### config.mk
export PLATFORM = sky130hd
export DESIGN_NAME = thistle_core_p
export DESIGN_NICKNAME = d
export VERILOG_FILES = /design/src/rtl/thistle_core_p.sv
export SDC_FILE = /design/constraint.sdc
export NUM_CORES = 1
export LEC_CHECK = 0
export CORE_ASPECT_RATIO = 1.5
export CORE_UTILIZATION = 60
export CTS_CLUSTER_DIAMETER = 150
export DETAILED_ROUTE_END_ITERATION = 7
export GPL_ROUTABILITY_DRIVEN = 0
export PLACE_DENSITY = 0.9
export SLEW_MARGIN = 20
export SYNTH_ARGS = -nofsm -noshare
export SYNTH_HDL_FRONTEND = slang
export SYNTH_SLANG_ARGS = --single-unit
### constraint.sdc
create_clock -name sys_clk -period 7.6 [get_ports sys_clk]
set_input_delay 1.52 -clock sys_clk [delete_from_list [all_inputs] [get_ports sys_clk]]
set_output_delay 1.52 -clock sys_clk [all_outputs]
set_load 0.1 [all_outputs]
### src/rtl/thistle_core_p.sv
// thistle_core_p: parametrised single-accumulator multi-cycle core.
// Internal word-addressed memory with a synchronous read port, an
// auto-incrementing program loader, zero/carry flags with conditional jumps,
// and ready/valid handshaked input and output channels.
module thistle_core_p #(
   parameter int DATA_W = 8,
   parameter int ADDR_W = 4
) (
   input  logic              sys_clk,
   input  logic              rst,
   input  logic              program_mode,
   input  logic              pm_addr_we,
   input  logic [ADDR_W-1:0] pm_address,
   input  logic              pm_data_we,
   input  logic [DATA_W-1:0] pm_data,
   input  logic [DATA_W-1:0] in_data,
   input  logic              in_valid,
   output logic              in_ready,
   output logic [DATA_W-1:0] out_data,
   output logic              out_valid,
   input  logic              out_ready,
   output logic              halted,
   output logic [ADDR_W-1:0] pc,
   output logic [DATA_W-1:0] acc
);

   localparam int DEPTH = 1 << ADDR_W;

   localparam logic [2:0] S_FETCH  = 3'd0;
   localparam logic [2:0] S_DECODE = 3'd1;
   localparam logic [2:0] S_EXEC   = 3'd2;
   localparam logic [2:0] S_MEM    = 3'd3;
   localparam logic [2:0] S_OUTW   = 3'd4;
   localparam logic [2:0] S_INW    = 3'd5;
   localparam logic [2:0] S_HALT   = 3'd6;
   localparam logic [2:0] S_PROG   = 3'd7;

   localparam logic [3:0] OP_LDA = 4'd1;
   localparam logic [3:0] OP_ADD = 4'd2;
   localparam logic [3:0] OP_SUB = 4'd3;
   localparam logic [3:0] OP_STA = 4'd4;
   localparam logic [3:0] OP_LDI = 4'd5;
   localparam logic [3:0] OP_JMP = 4'd6;
   localparam logic [3:0] OP_JC  = 4'd7;
   localparam logic [3:0] OP_JZ  = 4'd8;
   localparam logic [3:0] OP_OUT = 4'd9;
   localparam logic [3:0] OP_IN  = 4'd10;
   localparam logic [3:0] OP_HLT = 4'd15;

   logic [2:0]        state_r;
   logic [3:0]        ir_op_r;
   logic [ADDR_W-1:0] ir_arg_r;
   logic              carry_r;
   logic              zero_r;
   logic [ADDR_W-1:0] ptr_r;
   logic [DATA_W-1:0] mem_r [DEPTH];
   logic [DATA_W-1:0] rdata_r;

   logic [ADDR_W-1:0] raddr_s;
   logic [ADDR_W-1:0] waddr_s;
   logic [DATA_W-1:0] wdata_s;
   logic              we_s;
   logic [DATA_W:0]   sum_s;
   logic [DATA_W:0]   diff_s;
   logic [DATA_W-1:0] imm_s;

   // ALU results; the extra top bit is carry out (ADD) or borrow (SUB).
   always_comb begin
      sum_s  = {1'b0, acc} + {1'b0, rdata_r};
      diff_s = {1'b0, acc} - {1'b0, rdata_r};
      imm_s  = {{(DATA_W-ADDR_W){1'b0}}, ir_arg_r};
   end

   // Memory port steering: operand address in EXEC, pc otherwise; writes from STA or the loader.
   always_comb begin
      we_s    = 1'b0;
      waddr_s = ptr_r;
      wdata_s = pm_data;
      if (state_r == S_EXEC) begin
         raddr_s = ir_arg_r;
      end else begin
         raddr_s = pc;
      end
      if (!program_mode && (state_r == S_EXEC) && (ir_op_r == OP_STA)) begin
         we_s    = 1'b1;
         waddr_s = ir_arg_r;
         wdata_s = acc;
      end else if (program_mode && (state_r == S_PROG) && pm_data_we) begin
         we_s = 1'b1;
         if (pm_addr_we) begin
            waddr_s = pm_address;
         end else begin
            waddr_s = ptr_r;
         end
      end else begin
         we_s = 1'b0;
      end
   end

   // Word memory with synchronous read; contents survive reset.
   always_ff @(posedge sys_clk) begin
      if (we_s) begin
         mem_r[waddr_s] <= wdata_s;
      end
      rdata_r <= mem_r[raddr_s];
   end

   // Control sequencer, datapath registers and handshake outputs.
   always_ff @(posedge sys_clk or negedge rst) begin
      if (!rst) begin
         state_r   <= S_FETCH;
         pc        <= {ADDR_W{1'b0}};
         acc       <= {DATA_W{1'b0}};
         ir_op_r   <= 4'd0;
         ir_arg_r  <= {ADDR_W{1'b0}};
         carry_r   <= 1'b0;
         zero_r    <= 1'b0;
         ptr_r     <= {ADDR_W{1'b0}};
         out_data  <= {DATA_W{1'b0}};
         out_valid <= 1'b0;
         in_ready  <= 1'b0;
         halted    <= 1'b0;
      end else if (program_mode) begin
         // Loader owns the core; any instruction in flight is abandoned.
         state_r   <= S_PROG;
         out_valid <= 1'b0;
         in_ready  <= 1'b0;
         halted    <= 1'b0;
         if (state_r == S_PROG) begin
            if (pm_data_we) begin
               ptr_r <= waddr_s + ADDR_W'(1'b1);
            end else if (pm_addr_we) begin
               ptr_r <= pm_address;
            end
         end
      end else begin
         case (state_r)
            S_FETCH: begin
               state_r <= S_DECODE;
            end
            S_DECODE: begin
               ir_op_r  <= rdata_r[DATA_W-1:DATA_W-4];
               ir_arg_r <= rdata_r[ADDR_W-1:0];
               pc       <= pc + ADDR_W'(1'b1);
               state_r  <= S_EXEC;
            end
            S_EXEC: begin
               state_r <= S_FETCH;
               case (ir_op_r)
                  OP_LDA, OP_ADD, OP_SUB: state_r <= S_MEM;
                  OP_LDI: begin
                     acc    <= imm_s;
                     zero_r <= (imm_s == {DATA_W{1'b0}});
                  end
                  OP_JMP: pc <= ir_arg_r;
                  OP_JC:  if (carry_r) pc <= ir_arg_r;
                  OP_JZ:  if (zero_r) pc <= ir_arg_r;
                  OP_OUT: begin
                     out_data  <= acc;
                     out_valid <= 1'b1;
                     state_r   <= S_OUTW;
                  end
                  OP_IN: begin
                     in_ready <= 1'b1;
                     state_r  <= S_INW;
                  end
                  OP_HLT: begin
                     halted  <= 1'b1;
                     state_r <= S_HALT;
                  end
                  default: state_r <= S_FETCH;
               endcase
            end
            S_MEM: begin
               state_r <= S_FETCH;
               case (ir_op_r)
                  OP_LDA: begin
                     acc    <= rdata_r;
                     zero_r <= (rdata_r == {DATA_W{1'b0}});
                  end
                  OP_ADD: begin
                     acc     <= sum_s[DATA_W-1:0];
                     carry_r <= sum_s[DATA_W];
                     zero_r  <= (sum_s[DATA_W-1:0] == {DATA_W{1'b0}});
                  end
                  OP_SUB: begin
                     acc     <= diff_s[DATA_W-1:0];
                     carry_r <= ~diff_s[DATA_W];
                     zero_r  <= (diff_s[DATA_W-1:0] == {DATA_W{1'b0}});
                  end
                  default: state_r <= S_FETCH;
               endcase
            end
            S_OUTW: begin
               if (out_ready) begin
                  out_valid <= 1'b0;
                  state_r   <= S_FETCH;
               end
            end
            S_INW: begin
               if (in_valid) begin
                  acc      <= in_data;
                  zero_r   <= (in_data == {DATA_W{1'b0}});
                  in_ready <= 1'b0;
                  state_r  <= S_FETCH;
               end
            end
            S_HALT: begin
               state_r <= S_HALT;
            end
            S_PROG: begin
               // Leaving the loader restarts execution from a clean state.
               pc      <= {ADDR_W{1'b0}};
               acc     <= {DATA_W{1'b0}};
               carry_r <= 1'b0;
               zero_r  <= 1'b0;
               state_r <= S_FETCH;
            end
            default: state_r <= S_FETCH;
         endcase
      end
   end

endmodule

==> flow_metrics.py, run 1 <==
metrics = {
    "outcome": {
        "outcome": "finished clean",
    },
    "grt": {
        "gr-total-overflow": 0,
        "grt_use_total": 0.325,
        "grt_pass1_vias": 6213,
        "grt_start_max_net_pins": 41,
        "grt_pass1_wl_um": 34900,
        "antenna_found_initial": 0,
    },
    "setup_path": {
        "end_kind": "flop",
        "required_ns": 7.66,
        "crit_type": "in2reg",
        "arrival_ns": 4.68,
        "critPathMaxFanout": 17,
        "crit_path_start_kind": "input pin",
    },
    "final_layout": {
        "layout_commonest_cell": "edfxtp_1",
        "num-nets-final": 744,
        "area_growth_syn_to_layout_pct": 14.3,
        "drive_gt1_frac": 0.154,
        "final_cell_mix": "edfxtp_1 (128), nor2_1 (51), clkdlybuf4s50_1 (48)",
        "num_antenna_cells": 0,
        "seq_area_mm2": 0.00500,
        "multi_input_area_mm2": 0.00335,
        "fillers": 899,
    },
    "power": {
        "fin_total_pwr_mw": 4.09,
        "powerDensity_mw_per_mm2": 415,
        "p_leak_nw": 3.57,
        "ir_drop_v": 0.000267,
    },
    "cts": {
        "clock_path_buffers": 2,
        "cts_hold_buf": 0,
        "clk_pin_slew_worst_paths_ns": 0.07,
        "cts_post_setup_buffers_inserted": 0,
        "cts_resized": 0,
        "cts_tree": "done",
        "numClockSinks": 176,
        "numCtsBuffers": 17,
        "cts-htree-levels": 4,
        "insertion_delay_ns": 0.43,
        "root_buffer": "clkbuf_16",
    },
    "logic_synthesis": {
        "avgSynthCellArea_um2": 13.1,
        "yosysWarnings": 0,
        "netlist_area_mm2": 0.00860,
        "async_reset_ff_frac": 0.227,
        "syn_nets": 707,
        "synth_largest_area_cell": "edfxtp_1",
        "synth-main-ff-cell": "edfxtp_1",
        "ys_top_cells_by_area": "edfxtp_1 (45%), dfrtp_1 (12%), mux4_2 (8.4%)",
        "ys_ff_latch": 176,
        "synth_cell_types": 72,
        "ys_seq_area_frac": 0.582,
        "synth-edff-count": 128,
        "synth_cells": 656,
        "synth_top_area_share": 0.447,
    },
    "detailed_routing": {
        "drt_first_pass_iters": 5,
        "wl_per_cell_um": 25.0,
        "ant_nets": 0,
        "drtIter0Drc": 539,
        "wirelength_um": 22500,
        "vias_per_cell": 6.69,
        "drc": 0,
        "vias": 6010,
    },
    "run": {
        "drv_cap": 0,
    },
    "sta": {
        "rsz0062_at_grt": "false",
        "fin_crit_sh": 0.607,
        "tightest_slew_ns": 1.05,
        "hold_viol": 0,
        "max_slew_margin": 0.297,
        "setup_viol_count_final": 0,
        "max_freq_ghz": 0.217,
        "finalSetupTns_ns": 0,
        "final_max_slew_viol_count": 0,
        "fin_crit_ns": 4.62,
        "clock_skew_ns": 0.0126,
    },
    "floorplan": {
        "rows": 53,
        "die_area_mm2": 0.0148,
        "design.portCount": 50,
        "coreArea_mm2": 0.0140,
        "die_h_um": 149,
        "initial_core_util": 0.615,
        "die_w_um": 99.8,
    },
    "placed_design": {
        "port_buffers": 49,
        "dp_hpwl_um": 14800,
    },
    "worst_hold_path": {
        "hold_path_class": "reg2reg",
    },
}
[worst paths after layout]
| kind | from | to | slack [ns] | cells past startpoint |
|---|---|---|---|---|
| max | program_mode | mem_r[2][5]$_DFFE_PP_ | 2.98 | 7 |
| min in group asynchronous | rst | state_r[2]$_DFFE_PN0P_ | 1.23 | 1 |
| min reg2reg | out_data[5]$_DFFE_PN0P_ | out_data[5]$_DFFE_PN0P_ | 0.51 | 1 |
| min | out_data[5]$_DFFE_PN0P_ | out_data[5]$_DFFE_PN0P_ | 0.51 | 1 |
| max reg2reg | state_r[1]$_DFFE_PN0P_ | mem_r[2][5]$_DFFE_PP_ | 3.49 | 6 |
| max in group asynchronous | rst | out_data[7]$_DFFE_PN0P_ | 5.76 | 1 |
[metrics by stage]
step,area (µm²),utilization,worst slack [ns],std cells,hold slack (ns)
after CTS,9830,0.703,3.04,898,0.509
after detailed placement,9210,0.658,2.62,866,0.495
after global placement,9210,0.658,2.98,866,0.488
after floorplan,8600,-,3.88,656,0.468
after global routing,9840,0.703,2.63,898,0.531
final,9840,0.703,2.98,898,0.505
[layout make-up]
| class | count | share of cell area |
|---|---|---|
| Tap cell | 192 | 0.0244 |
| Clock inverter | 15 | 0.0204 |
| Inverter | 29 | 0.0111 |
| Multi-Input combinational cell | 417 | 0.340 |
| Sequential cell | 176 | 0.509 |
| Timing Repair Buffer | 52 | 0.0516 |
| Clock buffer | 17 | 0.0432 |
[power breakdown]
group | switching [mW] | internal [mW]
registers | 0.212 | 1.14
logic | 1.14 | 0.668
clock network | 0.394 | 0.530
total | 1.75 | 2.34
[worst max-delay path, stage by stage]
cell and delay [ns]:
clkdlybuf4s50_1 0.84, nand4_1 0.45, nor2_1 0.44, a211oi_1 0.16, a21oi_1 0.45, nand2_1 0.23
nor2_1 0.58
[registers in the layout, indices dropped and copies added, names as in the netlist]
register	flops
mem_r	128
acc	8
out_data	8
rdata_r	8
ir_arg_r	4
ir_op_r	4
pc	4
ptr_r	4
state_r	3
carry_r	1
halted	1
in_ready	1
out_valid	1
zero_r	1
[cells by family (layout without fill, tap and decap cells)]
kind of cell / after synthesis / after routing / share of synthesized area
xor+xnor: 13 / 13 / 0.0132
mux: 62 / 62 / 0.122
flops: 176 / 176 / 0.582
compound gates: 141 / 141 / 0.109
fa+ha+maj: 24 / 24 / 0.0366
buf+inv: 63 / 113 / 0.0314
simple gates: 177 / 177 / 0.106
[routing by layer]
| metal | wire [µm] | up-vias | GRT usage | share of wire |
|---|---|---|---|---|
| li1 | - | 2584 | - | - |
| met1 | 7370 | 2932 | 0.356 | 0.33 |
| met2 | 12100 | 393 | 0.579 | 0.54 |
| met3 | 1770 | 101 | 0.0578 | 0.079 |
| met4 | 1220 | 0 | 0.203 | 0.054 |
| met5 | 0 | - | 0 | 0 |
[synthesized netlist by cell type, types with 7 or more instances]
library cell,n
dfrtp_1,40
nor2_1,51
edfxtp_1,128
a31oi_1,8
nor4_1,8
mux2i_1,7
nand3_1,9
clkbuf_1,20
a22oi_1,17
xor2_1,10
mux2_2,23
nand2_1,41
a21oi_1,28
dfxtp_1,8
nor3_1,13
mux4_2,32
ha_1,22
o21ai_0,34
inv_1,27
nor2b_1,15
Power figures use the tool's default switching activity.
==> inputs of run 2 (changes only) <==
==> constraint.sdc (replaced) <==
create_clock -name sys_clk -period 4.27 [get_ports sys_clk]
set_input_delay 0.854 -clock sys_clk [delete_from_list [all_inputs] [get_ports sys_clk]]
set_output_delay 0.854 -clock sys_clk [all_outputs]
set_load 0.1 [all_outputs]
==> flow_metrics.py, run 2 (same netlist as run 1, synthesis figures left out) <==
metrics = {
    "detailed_routing": {
        "vias": 6056,
        "wirelength_um": 22400,
        "ant_nets": 0,
        "drt_first_pass_iters": 8,
        "wl_per_cell_um": 24.8,
        "drtIter0Drc": 576,
        "vias_per_cell": 6.68,
        "drc": 1,
    },
    "setup_path": {
        "arrival_ns": 3.86,
        "critPathMaxFanout": 11,
        "slowest_delay_ns": 0.64,
        "required_ns": 4.33,
        "cpMostUsedCell": "nor2_1",
        "crit_path_start_kind": "input pin",
        "cp_slowest_cell": "clkdlybuf4s50_1",
        "crit_type": "in2reg",
        "end_kind": "flop",
        "path_cells": "clkdlybuf4s50_1, nand4_1, nor2_1, a211oi_1, a21oi_1, nand2_1, nor2_1",
    },
    "power": {
        "powerDensity_mw_per_mm2": 731,
        "fin_total_pwr_mw": 7.23,
        "p_leak_nw": 3.60,
        "ir_drop_v": 0.000327,
    },
    "cts": {
        "numClockSinks": 176,
        "cts_resized": 0,
        "clk_pin_slew_worst_paths_ns": 0.08,
        "insertion_delay_ns": 0.43,
        "numCtsBuffers": 17,
        "cts-htree-levels": 4,
        "root_buffer": "clkbuf_16",
        "cts_tree": "done",
        "cts_hold_buf": 0,
        "clock_path_buffers": 2,
        "cts_post_setup_buffers_inserted": 0,
    },
    "floorplan": {
        "coreArea_mm2": 0.0140,
        "die_w_um": 99.8,
        "die_h_um": 149,
        "design.portCount": 50,
        "rows": 53,
        "initial_core_util": 0.615,
        "die_area_mm2": 0.0148,
    },
    "sta": {
        "clock_skew_ns": 0.0133,
        "tightest_slew_ns": 0.994,
        "hold_viol": 0,
        "max_slew_margin": 0.331,
        "fin_crit_ns": 3.80,
        "rsz0062_at_grt": "false",
        "max_freq_ghz": 0.263,
        "finalSetupTns_ns": 0,
        "post-route-worst-setup-slack_ns": 0.474,
        "final_max_slew_viol_count": 0,
        "setup_viol_count_final": 0,
        "fin_crit_sh": 0.889,
    },
    "grt": {
        "grt_start_max_net_pins": 41,
        "grt_use_total": 0.321,
        "grt_pass1_wl_um": 34400,
        "antenna_found_initial": 0,
        "grt_pass1_vias": 6109,
        "gr-total-overflow": 0,
    },
    "final_layout": {
        "area_growth_syn_to_layout_pct": 15.0,
        "num-nets-final": 752,
        "regMostFlops": "mem_r",
        "stdcell_count": 906,
        "final_cell_mix": "edfxtp_1 (128), nor2_1 (51), clkdlybuf4s50_1 (48)",
        "num_antenna_cells": 0,
        "drive_gt1_frac": 0.162,
        "fillers": 895,
        "layout_commonest_cell": "edfxtp_1",
        "largest_register_ffs": 128,
    },
    "placed_design": {
        "port_buffers": 49,
        "dp_hpwl_um": 15400,
        "place_ws_ns": 0.286,
        "place_inst": 874,
    },
    "outcome": {
        "outcome": "finished with violations",
        "violations": "DRC",
    },
    "worst_hold_path": {
        "hold_path_class": "reg2reg",
    },
    "run": {
        "drv_cap": 0,
    },
}
==> run 2: where the power goes <==
group	switching, mW	internal, mW
Sequential	0.332	2.03
Clock	0.766	0.809
Combinational	2.09	1.21
Total	3.18	4.05
==> run 2: final timing paths <==
| check | from | to | slack (ns) | cells past startpoint |
|---|---|---|---|---|
| max | program_mode | mem_r[7][4]$_DFFE_PP_ | 0.47 | 7 |
| min | halted$_DFFE_PN0P_ | halted$_DFFE_PN0P_ | 0.50 | 2 |
| max reg2reg | ir_op_r[1]$_DFFE_PN0P_ | mem_r[7][4]$_DFFE_PP_ | 0.74 | 7 |
| min reg2reg | halted$_DFFE_PN0P_ | halted$_DFFE_PN0P_ | 0.50 | 2 |
| max in group asynchronous | rst | out_data[2]$_DFFE_PN0P_ | 3.11 | 1 |
| min in group asynchronous | rst | pc[3]$_DFFE_PN0P_ | 0.56 | 1 |
==> run 2: final cells by class <==
cell class	instances	area, µm²	area share
clock buffers	17	425	0.0430
clock inverters	15	201	0.0204
inverters	29	109	0.0110
multi-input cells	417	3340	0.338
flip-flops and latches	176	5000	0.506
well taps	192	240	0.0243
repair buffers	60	568	0.0574
==> run 2: critical path, delay by kind of cell <==
kind                   cells  cell delay, ns
AOI/OAI and AO/OA          2            0.63
and+or+nand+nor            4            1.72
buffers and inverters      1            0.64
==> run 2: metrics by stage <==
| step | hold slack, ns | area (µm²) | util |
|---|---|---|---|
| after floorplan | 0.468 | 8600 | - |
| after global placement | 0.480 | 9270 | 0.662 |
| after detailed placement | 0.491 | 9270 | 0.662 |
| after CTS | 0.512 | 9890 | 0.707 |
| after global routing | 0.521 | 9890 | 0.707 |
| final | 0.501 | 9890 | 0.707 |
==> run 2: per-layer routing <==
metal  routed length, µm  share of wire  track usage  vias up
met5                   0              0            0        -
met4                1350          0.060        0.180        0
met3                1690          0.075       0.0639      112
met2               12000           0.54        0.573      395
met1                7390           0.33        0.353     2950
li1                    -              -            -     2599
